File: src/rtl/lane_init_ctrl.sv
// lane_init_ctrl: sideband-domain link-initialisation sequencer.
// Steps the lane through Disconnect -> Wait-Connect -> TS1 -> TS2 -> CL0,
// with a Disabled state. It drives the timer's control inputs and consumes
// the timer's timeout flags. Flags from the slow clk_b domain are
// resynchronised here. Every output is registered and decoded from the
// next state, so outputs move on the same edge as state_o.
module lane_init_ctrl #(
  parameter int unsigned MAX_RETRY = 3,    // 1..15
  parameter bit          GEN4_EN   = 1'b1
) (
  input  logic       sb_clk,
  input  logic       rst,
  input  logic       disable_req,
  input  logic       ts1_done,
  input  logic       ts2_done,
  input  logic       tconnect_rx_min,
  input  logic       tdisconnect_rx_min,
  input  logic       ttraining_error_timeout,
  input  logic       tdisconnect_tx_min,
  input  logic       tdisabled_min,
  input  logic       tgen4_ts1_timeout,
  input  logic       tgen4_ts2_timeout,
  output logic       disconnected_s,
  output logic       fsm_disabled,
  output logic       fsm_training,
  output logic       ts1_gen4_s,
  output logic       ts2_gen4_s,
  output logic       send_ts1,
  output logic       send_ts2,
  output logic       link_up,
  output logic       link_fail,
  output logic [2:0] state_o
);

  localparam int NUM_SYNC = 4;

  typedef enum logic [2:0] {
    S_DISC = 3'd0,
    S_WAIT = 3'd1,
    S_TS1  = 3'd2,
    S_TS2  = 3'd3,
    S_CL0  = 3'd4,
    S_DIS  = 3'd5
  } state_t;

  // clk_b flags: [0] tdisconnect_tx_min, [1] tdisabled_min,
  // [2] tgen4_ts1_timeout, [3] tgen4_ts2_timeout
  logic [NUM_SYNC-1:0]      w_async;
  logic [NUM_SYNC-1:0][1:0] r_sync;
  logic [NUM_SYNC-1:0]      w_sync;

  state_t     r_state;
  state_t     w_next;
  logic [3:0] r_retry_cnt;
  logic [3:0] w_retry_inc;
  logic       w_fail;
  logic       w_exhaust;

  assign w_async = {tgen4_ts2_timeout, tgen4_ts1_timeout,
                    tdisabled_min, tdisconnect_tx_min};

  // Two-flop synchroniser per flag. Only the level is used, because each
  // flag is held for a full clk_b period, which is far longer than two
  // sb_clk periods.
  for (genvar g = 0; g < NUM_SYNC; g++) begin : g_sync
    always_ff @(posedge sb_clk or negedge rst) begin
      if (!rst) r_sync[g] <= 2'b00;
      else      r_sync[g] <= {r_sync[g][0], w_async[g]};
    end
    assign w_sync[g] = r_sync[g][1];
  end

  // Saturating retry increment and the exhaustion test used on a failure
  assign w_retry_inc = (r_retry_cnt == 4'hF) ? 4'hF : r_retry_cnt + 4'd1;
  assign w_exhaust   = (w_retry_inc >= 4'(MAX_RETRY));

  // Next-state decode. disable_req is checked first, then failures and
  // timeouts, then progress, so a timeout beats a done in the same cycle.
  always_comb begin
    w_next = r_state;
    w_fail = 1'b0;
    case (r_state)
      S_DISC: begin
        if (disable_req)    w_next = S_DIS;
        else if (w_sync[0]) w_next = S_WAIT;
      end
      S_WAIT: begin
        if (disable_req)             w_next = S_DIS;
        else if (tdisconnect_rx_min) w_next = S_DISC;
        else if (tconnect_rx_min)    w_next = S_TS1;
      end
      S_TS1: begin
        if (disable_req)                               w_next = S_DIS;
        else if (w_sync[2] || ttraining_error_timeout) w_fail = 1'b1;
        else if (ts1_done)                             w_next = S_TS2;
      end
      S_TS2: begin
        if (disable_req)                               w_next = S_DIS;
        else if (w_sync[3] || ttraining_error_timeout) w_fail = 1'b1;
        else if (ts2_done)                             w_next = S_CL0;
      end
      S_CL0: begin
        if (disable_req)             w_next = S_DIS;
        else if (tdisconnect_rx_min) w_next = S_DISC;
      end
      S_DIS: begin
        if (w_sync[1] && !disable_req) w_next = S_DISC;
      end
      default: w_next = S_DISC;
    endcase
    if (w_fail) w_next = w_exhaust ? S_DIS : S_DISC;
  end

  // State, retry bookkeeping and registered outputs decoded from w_next
  always_ff @(posedge sb_clk or negedge rst) begin
    if (!rst) begin
      r_state        <= S_DISC;
      r_retry_cnt    <= 4'd0;
      link_fail      <= 1'b0;
      disconnected_s <= 1'b1;
      fsm_disabled   <= 1'b0;
      fsm_training   <= 1'b0;
      ts1_gen4_s     <= 1'b0;
      ts2_gen4_s     <= 1'b0;
      send_ts1       <= 1'b0;
      send_ts2       <= 1'b0;
      link_up        <= 1'b0;
    end else begin
      r_state <= w_next;
      if (w_fail) begin
        r_retry_cnt <= w_retry_inc;
        if (w_exhaust) link_fail <= 1'b1;
      end else if (w_next == S_CL0 && r_state != S_CL0) begin
        r_retry_cnt <= 4'd0;
        link_fail   <= 1'b0;
      end else if (r_state == S_DIS && w_next == S_DISC) begin
        r_retry_cnt <= 4'd0;
      end
      disconnected_s <= (w_next == S_DISC) || (w_next == S_DIS);
      fsm_disabled   <= (w_next == S_DIS);
      // Both training states keep this high so the training budget in the
      // timer runs without a gap across TS1 -> TS2
      fsm_training   <= (w_next == S_TS1) || (w_next == S_TS2);
      ts1_gen4_s     <= GEN4_EN && (w_next == S_TS1);
      ts2_gen4_s     <= GEN4_EN && (w_next == S_TS2);
      send_ts1       <= (w_next == S_TS1);
      send_ts2       <= (w_next == S_TS2);
      link_up        <= (w_next == S_CL0);
    end
  end

  assign state_o = r_state;

endmodule

File: config.mk
export PLATFORM = sky130hd
export DESIGN_NAME = lane_init_ctrl
export DESIGN_NICKNAME = d
export VERILOG_FILES = /design/src/rtl/lane_init_ctrl.sv
export SDC_FILE = /design/constraint.sdc
export NUM_CORES = 1
export LEC_CHECK = 0
export ABC_AREA = 1
export CAP_MARGIN = 20
export CORE_MARGIN = 1.5
export CORE_UTILIZATION = 50
export DETAILED_ROUTE_END_ITERATION = 8
export GPL_TIMING_DRIVEN = 0
export PLACE_DENSITY = 0.76
export SLEW_MARGIN = 40
export SYNTH_ARGS = -nofsm -noshare
export SYNTH_HDL_FRONTEND = slang
export SYNTH_SLANG_ARGS = --single-unit
File: constraint.sdc
create_clock -name sb_clk -period 1.85 [get_ports sb_clk]
set_input_delay 0.2775 -clock sb_clk [delete_from_list [all_inputs] [get_ports sb_clk]]
set_output_delay 0.2775 -clock sb_clk [all_outputs]
set_load 0.02 [all_outputs]
### After elaboration in Yosys (flattened, before gate mapping)

Cells that the tools add are included.
Widths: inputs -> output; s select.

* bits in registers: 22
* latch bits: 0
* RAM bits: 0
* bits in read-only memories: 0
* word-level logic and storage cells: 69
* memories kept: 0

* $add $sub $neg: 1
* multipliers: 0
* div/mod/pow operators: 0
* magnitude comparators: 1
* eq/ne operators: 12
* shifts and indexed selects: 0
* multiplexer cells: 29
* bitwise logic cells: 0
* reduce and logical (&&, ||, !) cells: 13

Operators with widths (number)
* $mux 3: 16
* $pmux 3 s6: 1
* $mux 4: 4
* $eq 3x2->1 const B: 4
* $eq 3x3->1 const B: 4
* $mux 1: 7
* $logic_not 3->1: 2
* $add 4x1->4 const B: 1
* $eq 4x4->1 const B: 1
* $ge 4x2->1 const B: 1
* $logic_or 1x1->1: 4
* $eq 3x1->1 const B: 1
* $logic_and 1x1->1: 3
* $ne 3x3->1 const B: 1
* $reduce_bool 3->1: 1
* $ne 2x1->1 const B: 1
* $pmux 1 s2: 1
* $reduce_and 2->1: 1
* $reduce_bool 2->1: 1
* $logic_not 1->1: 1

### Longest topological paths before layout

Gate-level depths: netlist (run 1).

* depth after elaboration: 10
* mapped depth: 11
* depth with buffers taken out: 11

### Least setup slack after synthesis (run 1)

OpenSTA, ideal clock, no wires.

* path kind: reg-to-reg
* from: reg r_retry_cnt[0]
* to: reg r_retry_cnt[2]
* library setup time: 0.118 ns
* arrival: 1.456 ns
* required time: 1.732 ns
* path slack: 0.276 ns
* cell stages (with the launch flop): 10
* path buffers: 0
* clock period less this slack: 1.574 ns
* path through: dfrtp_1 > ha_1 > nand2_1 > nand2_1 > o21ai_0 > nand2_1 > a21oi_4 > nand4_4 > nand4_1 > nand2_1

* cells in the longest elaborated chain, start to end: 9
* elaborated cells on any way between the ends: 13

RTL lines
* start: declaration: line 54 `logic [3:0] r_retry_cnt;`
* start signal: assignment: line 131 `r_retry_cnt <= w_retry_inc;`
* $add 4x1->4 or $eq 4x4->1 (tied branches): line 74 `assign w_retry_inc = (r_retry_cnt == 4'hF) ? 4'hF : r_retry_cnt + 4'd1;`
* $mux 4 *: line 74
* $ge 4x2->1: line 75 `assign w_exhaust = (w_retry_inc >= 4'(MAX_RETRY));`
* $mux 3 (2 in series): line 111 `if (w_fail) w_next = w_exhaust ? S_DIS : S_DISC;`
* $eq 3x3->1: line 133 `end else if (w_next == S_CL0 && r_state != S_CL0) begin`
* $logic_and 1x1->1: line 133
* $mux 4: line 133
* $mux 4: line 130 `if (w_fail) begin`

Every way passes the cells marked *; elsewhere a longest branch is shown, timed or not.
A chain may end at the register's enable or synchronous reset.

### Worst setup path in the final report (run 1)

* from: reg r_state[2] (netlist: state_o[2])
* to: out state_o[2]

RTL lines
* start: declaration: line 52 `state_t r_state;`
* start signal: assignment: line 129 `r_state <= w_next;`
* end: declaration: line 32 `output logic [2:0] state_o`

No word-level cell between the ends.

==> results of run 1 <==
==> through the flow <==
step / hold WS [ps] / area, sq um / std cells / TNS [ps]
6_report: 368 / 1480 / 198 / 0
5_1_grt: 377 / 1480 / 198 / -11.5
4_1_cts: 368 / 1460 / 197 / 0
3_5_place_dp: 270 / 1430 / 192 / 0
3_3_place_gp: 335 / 1430 / 192 / 0
2_1_floorplan: -18.1 / 1180 / 142 / 0
==> power groups by stage <==
stage	Combinational (mW)	Clock [mW]	Sequential (mW)
floorplan	0.483	0	0.680
global placement	0.760	0	0.618
detailed placement	0.783	0	0.622
CTS	0.789	0.228	0.614
global route	0.876	0.244	0.619
finish	0.791	0.220	0.613
==> logic make-up (layout without fill, tap and decap cells) <==
logic type,after synthesis,after routing,share of synthesized area [%]
and+or+nand+nor,86,86,37.8
AOI/OAI and AO/OA,6,6,3.72
DFF,22,22,46.9
adders and majority gates,1,1,1.06
buffers and inverters,27,55,10.5
==> final cells by class <==
type | count | area (sq um) | share of cell area (%)
Sequential cell | 22 | 552 | 37.2
Multi-Input combinational cell | 93 | 513 | 34.6
Timing Repair Buffer | 24 | 233 | 15.7
Inverter | 22 | 85.1 | 5.74
Buffer | 5 | 38.8 | 2.62
Tap cell | 28 | 35.0 | 2.36
Clock buffer | 4 | 26.3 | 1.77
==> cells in the mapped netlist (all sizes together) <==
cell	instances
dfstp	1
nand2	42
nor2	21
a21oi	3
buf	5
nand4	8
or2	1
o21ai	2
nand3	13
nand3b	1
inv	22
ha	1
dfrtp	21
o21bai	1
==> flip-flops by register name, indices dropped and copies added, names as in the netlist <==
register	cells
r_retry_cnt	4
send_ts1	1
state_o	3
disconnected_s	1
r_sync	8
send_ts2	1
link_up	1
fsm_disabled	1
link_fail	1
fsm_training	1
==> timing repair <==
| item | 4_1_cts | 5_1_grt |
|---|---|---|
| hold endpoints to repair | 21 | 0 |
| resized for setup | 0 | 4 |
| hold buffers | 1 | 0 |
| endpoints found under the setup margin | 0 | 8 |
| buffers inserted | 0 | 1 |
==> per-layer routing <==
| layer | vias up | routed length [microns] | share of wire [%] | GRT usage [%] |
|---|---|---|---|---|
| li1 | 501 | - | - | - |
| met1 | 464 | 1040 | 43 | 26.0 |
| met2 | 34 | 1210 | 50 | 34.0 |
| met3 | 8 | 108 | 4.5 | 2.59 |
| met4 | 0 | 48 | 2.0 | 13.2 |
| met5 | - | 0 | 0 | 0 |
==> worst paths after layout <==
check                            endpoint  depth (start not counted)
min in group asynchronous       r_sync[0]                          2
max                            state_o[2]                          1
min                             r_sync[7]                          0
min reg2reg                     r_sync[7]                          0
max in group asynchronous  disconnected_s                          2
max reg2reg                r_retry_cnt[1]                         10
==> results.ini, run 1 <==
[logic_synthesis]
synthesis.instances=142
yosysTopAreaCell=dfrtp_1
ys_seq_area_share_pct=46.9
avgSynthCellArea_sq_um=8.29
synth.distinct_cells=25
synthTopCellsByArea=dfrtp_1, nand2_1, inv_1
yosysWarnings=0
synth_top_cell_area_share_pct=44.6
ys_ff_latch=22
netlist_area_sq_mm=0.00118
mappedNetlistNets=155

[sta]
fin_crit_sh_pct=94.7
fin_skew_ps=19.7
fin_ws_ps=98.7
report.final.slew_viol_count=0
hold_viol_final=0
finalSetupViolCount=0
max_freq_mhz=571
tightest_slew_ps=473
max_slew_margin_pct=68.5
fin_crit_ps=1750

[floorplan]
pin_count=24
rows=17
start_util_pct=53.2
die-area_sq_mm=0.00265
core_area_sq_mm=0.00221
die_h_microns=51.5
fp.dieW_microns=51.5

[grt]
grt_usage_pct=20.7
overflow=0
antenna_found_initial=0
grt_pass1_vias=1028
grt_pass1_wl_mm=4.17
grt_max_degree=23

[layout]
layout_commonest_cell=nand2_1
nFillCells=185
n_antenna_cell=0
drive_above_1_share_pct=17.6
post-route-util_pct=67.0
final_nets=184
areaGrowthSynthToFinish_pct=25.9
layout_common_cells=nand2_1, dfrtp_1, clkdlybuf4s50_1, inv_1, nor2_1

[drt]
detail_route.wl_per_cell_microns=12.1
vias=1007
drc=0
viasPerCell=5.09
antenna_left=0
drt_iter0_drc=27
drt_first_pass_iters=4
wl_mm=2.40

[critical_path]
ff2ff_setup_slack_ps=130
cp_num_buf_inv=1
cp-start-kind=register
r2r_start=r_retry_cnt[0]
arrival_ps=1470
worstSetupStartpoint=state_o[2]
path_max_fanout=8
critPathTopFamily=buffers and inverters
path_cells=clkdlybuf4s50_1
required_ps=1570
path_class=reg -> out
crit_slowest_cell=clkdlybuf4s50_1
max_stage_delay_ps=660
end_kind=primary output

[pwr]
power_density_mw_per_mm2=1100
power_frac_clock_pct=13.5
p_seq_share_pct=37.8
p_sw_mw=0.682
leakage_nw=0.767
pwr-share-comb_pct=48.7
power.total_mw=1.62
power.internal_mw=0.941
ir_worst_vdd_uv=974
switching_share_pct=42.0

[cts]
clk_latency_ps=310
path_clk_slew_ps=100
cts_sinks=22
cts_tree=built
cts_buffers=3
h-tree-depth=1
clock_path_buffers=2
cts_root_buf=clkbuf_4

[placement]
routabilityCongestion=0.813
pre_cts_slack_ps=6.65
dpl.hpwl_mm=1.83
io_buffers=22

[status]
status=finished, final reports clean

[hold_path]
min_path_type=reg -> reg
hold_path_startpoint=r_sync[6]

[flow_run]
cap_violations=0

Power figures use the tool's default switching activity.
==> run 2, diff against run 1 <==
- CORE_ASPECT_RATIO: default -> 1.75
==> run 2 against run 1 <==
  * Non-clock buffer count grew 1
  * Largest power group unchanged
  * Highest routed layer unchanged
  * Count of clock-buffer cells in the layout unchanged
  * Flip-flop and latch count stayed put
  * Sequential share of layout area decreased by 0.53 points
  * Maximum frequency is 1.4% higher
  * Critical path type is now reg -> reg
==> results.ini, run 2 (synthesized netlist as in run 1, its figures left out) <==
[layout]
drive_above_1_share_pct=18.1
layout_common_cells=nand2_1, dfrtp_1, clkdlybuf4s50_1, inv_1, nor2_1
regArea_sq_um=552
areaGrowthSynthToFinish_pct=27.7
final_nets=185
nFillCells=189
n_antenna_cell=0
post-route-util_pct=66.2
multiInputGateArea_sq_um=512
largest_reg_flops=8
layout_commonest_cell=nand2_1
top_register=r_sync

[sta]
hold_slack_ps=354
hold_viol_final=0
max_freq_mhz=579
fin_skew_ps=5.31
fin_ws_ps=123
finalSetupViolCount=0
tightest_slew_ps=463
max_slew_margin_pct=69.1
report.final.slew_viol_count=0
setup_tns_ps=0
fin_crit_ps=1730
rsz0062_at_grt=false
fin_crit_sh_pct=93.3

[grt]
grt_pass1_vias=975
overflow=0
grt_usage_pct=21.0
antenna_found_initial=0
grt_pass1_wl_mm=3.87
grt_max_degree=23

[critical_path]
ff2ff_path_depth=9
end_kind=register
required_ps=2000
path_max_fanout=4
path_class=reg -> reg
cp-start-kind=register
timing.rr.end=r_retry_cnt[3]
r2r_start=r_retry_cnt[0]
ff2ff_setup_slack_ps=120
arrival_ps=1880

[floorplan]
fp.dieW_microns=39.7
pin_count=24
rows=23
die-area_sq_mm=0.00267
start_util_pct=51.8
die_h_microns=67.2
core_area_sq_mm=0.00227

[placement]
io_buffers=22
pre_cts_slack_ps=11.6
dpl.hpwl_mm=1.94
routabilityCongestion=0.765

[cts]
clk_latency_ps=260
cts_tree=built
clock_path_buffers=2
path_clk_slew_ps=70
cts_buffers=3
cts_root_buf=clkbuf_8
cts_sinks=22
h-tree-depth=1

[hold_path]
hold_path_startpoint=r_sync[2]
min_path_type=reg -> reg
hold_path_depth=0
whs_endpoint=r_sync[3]

[pwr]
leakage_nw=0.780
power.total_mw=1.74
power_frac_clock_pct=17.1
p_sw_mw=0.709
pwr-share-comb_pct=47.7
ir_worst_vdd_uv=758
switching_share_pct=40.8
power.internal_mw=1.03
power_density_mw_per_mm2=1160
p_seq_share_pct=35.2

[drt]
detail_route.wl_per_cell_microns=13.1
drt_iter0_drc=9
drt_first_pass_iters=4
antenna_left=0
viasPerCell=5.19
vias=1017
wl_mm=2.57
drc=0

[flow_run]
cap_violations=0

[status]
status=finished, final reports clean

==> run 2: changes by cell type in the layout (fill, tap and decap cells not counted), sizes merged <==
cell  previous run  this run
buf              7         8
==> run 2: critical path, cell delays in order (launching register included) <==
cell and delay, ps:
dfrtp_1 410, ha_2 230, nand2_1 80, nand2_1 50, o21ai_1 180, nand2_1 160, a21oi_4 230, nand4_4 130
nand4_1 100, nand2_1 50
==> run 2: worst max-delay path by stage <==
stage | slack (ps) | cells after the start | to | from
global placement | 50 | 10 | r_retry_cnt[2] | ttraining_error_timeout
floorplan | 280 | 9 | r_retry_cnt[2] | r_retry_cnt[0]
detailed placement | 10 | 10 | r_retry_cnt[1] | ttraining_error_timeout
CTS | 30 | 9 | r_retry_cnt[3] | r_retry_cnt[0]
global route | 20 | 10 | r_retry_cnt[3] | r_retry_cnt[0]
finish | 120 | 9 | r_retry_cnt[3] | r_retry_cnt[0]
==> run 2: cell type report <==
type                       instances  area share (%)
inverter                          22            5.66
sequential                        22            36.7
timing repair buffer              25            16.0
clock buffer                       4            3.00
tap                               25            2.08
multi-input combinational         93            34.0
buffer                             5            2.58
==> run 2: timing repair <==
action,4_1_cts,5_1_grt
hold buffers,1,0
resized for setup,1,3
pin swaps,0,1
endpoints found under the hold margin,21,0
buffers inserted,0,2
setup endpoints to repair,1,8
==> run 2: power groups by stage <==
stage          Sequential, mW  Clock, mW  Combinational [mW]
3_5_place_dp            0.621          0               0.786
4_1_cts                 0.611      0.297               0.797
3_3_place_gp            0.615          0               0.761
6_report                0.612      0.297               0.828
2_1_floorplan           0.680          0               0.483
5_1_grt                 0.618      0.316               0.894
==> run 2: metrics by stage <==
| stage | area, sq um | cells |
|---|---|---|
| floorplan | 1180 | 142 |
| global placement | 1430 | 189 |
| detailed placement | 1420 | 189 |
| CTS | 1480 | 194 |
| global route | 1500 | 196 |
| finish | 1500 | 196 |
==> run 2: per-layer routing <==
metal | share of wire [%] | GRT usage [%] | up-vias
met4 | 1.6 | 9.91 | 0
met5 | 0 | 0 | -
li1 | - | - | 497
met1 | 38 | 19.5 | 494
met3 | 2.5 | 1.97 | 5
met2 | 58 | 41.4 | 21
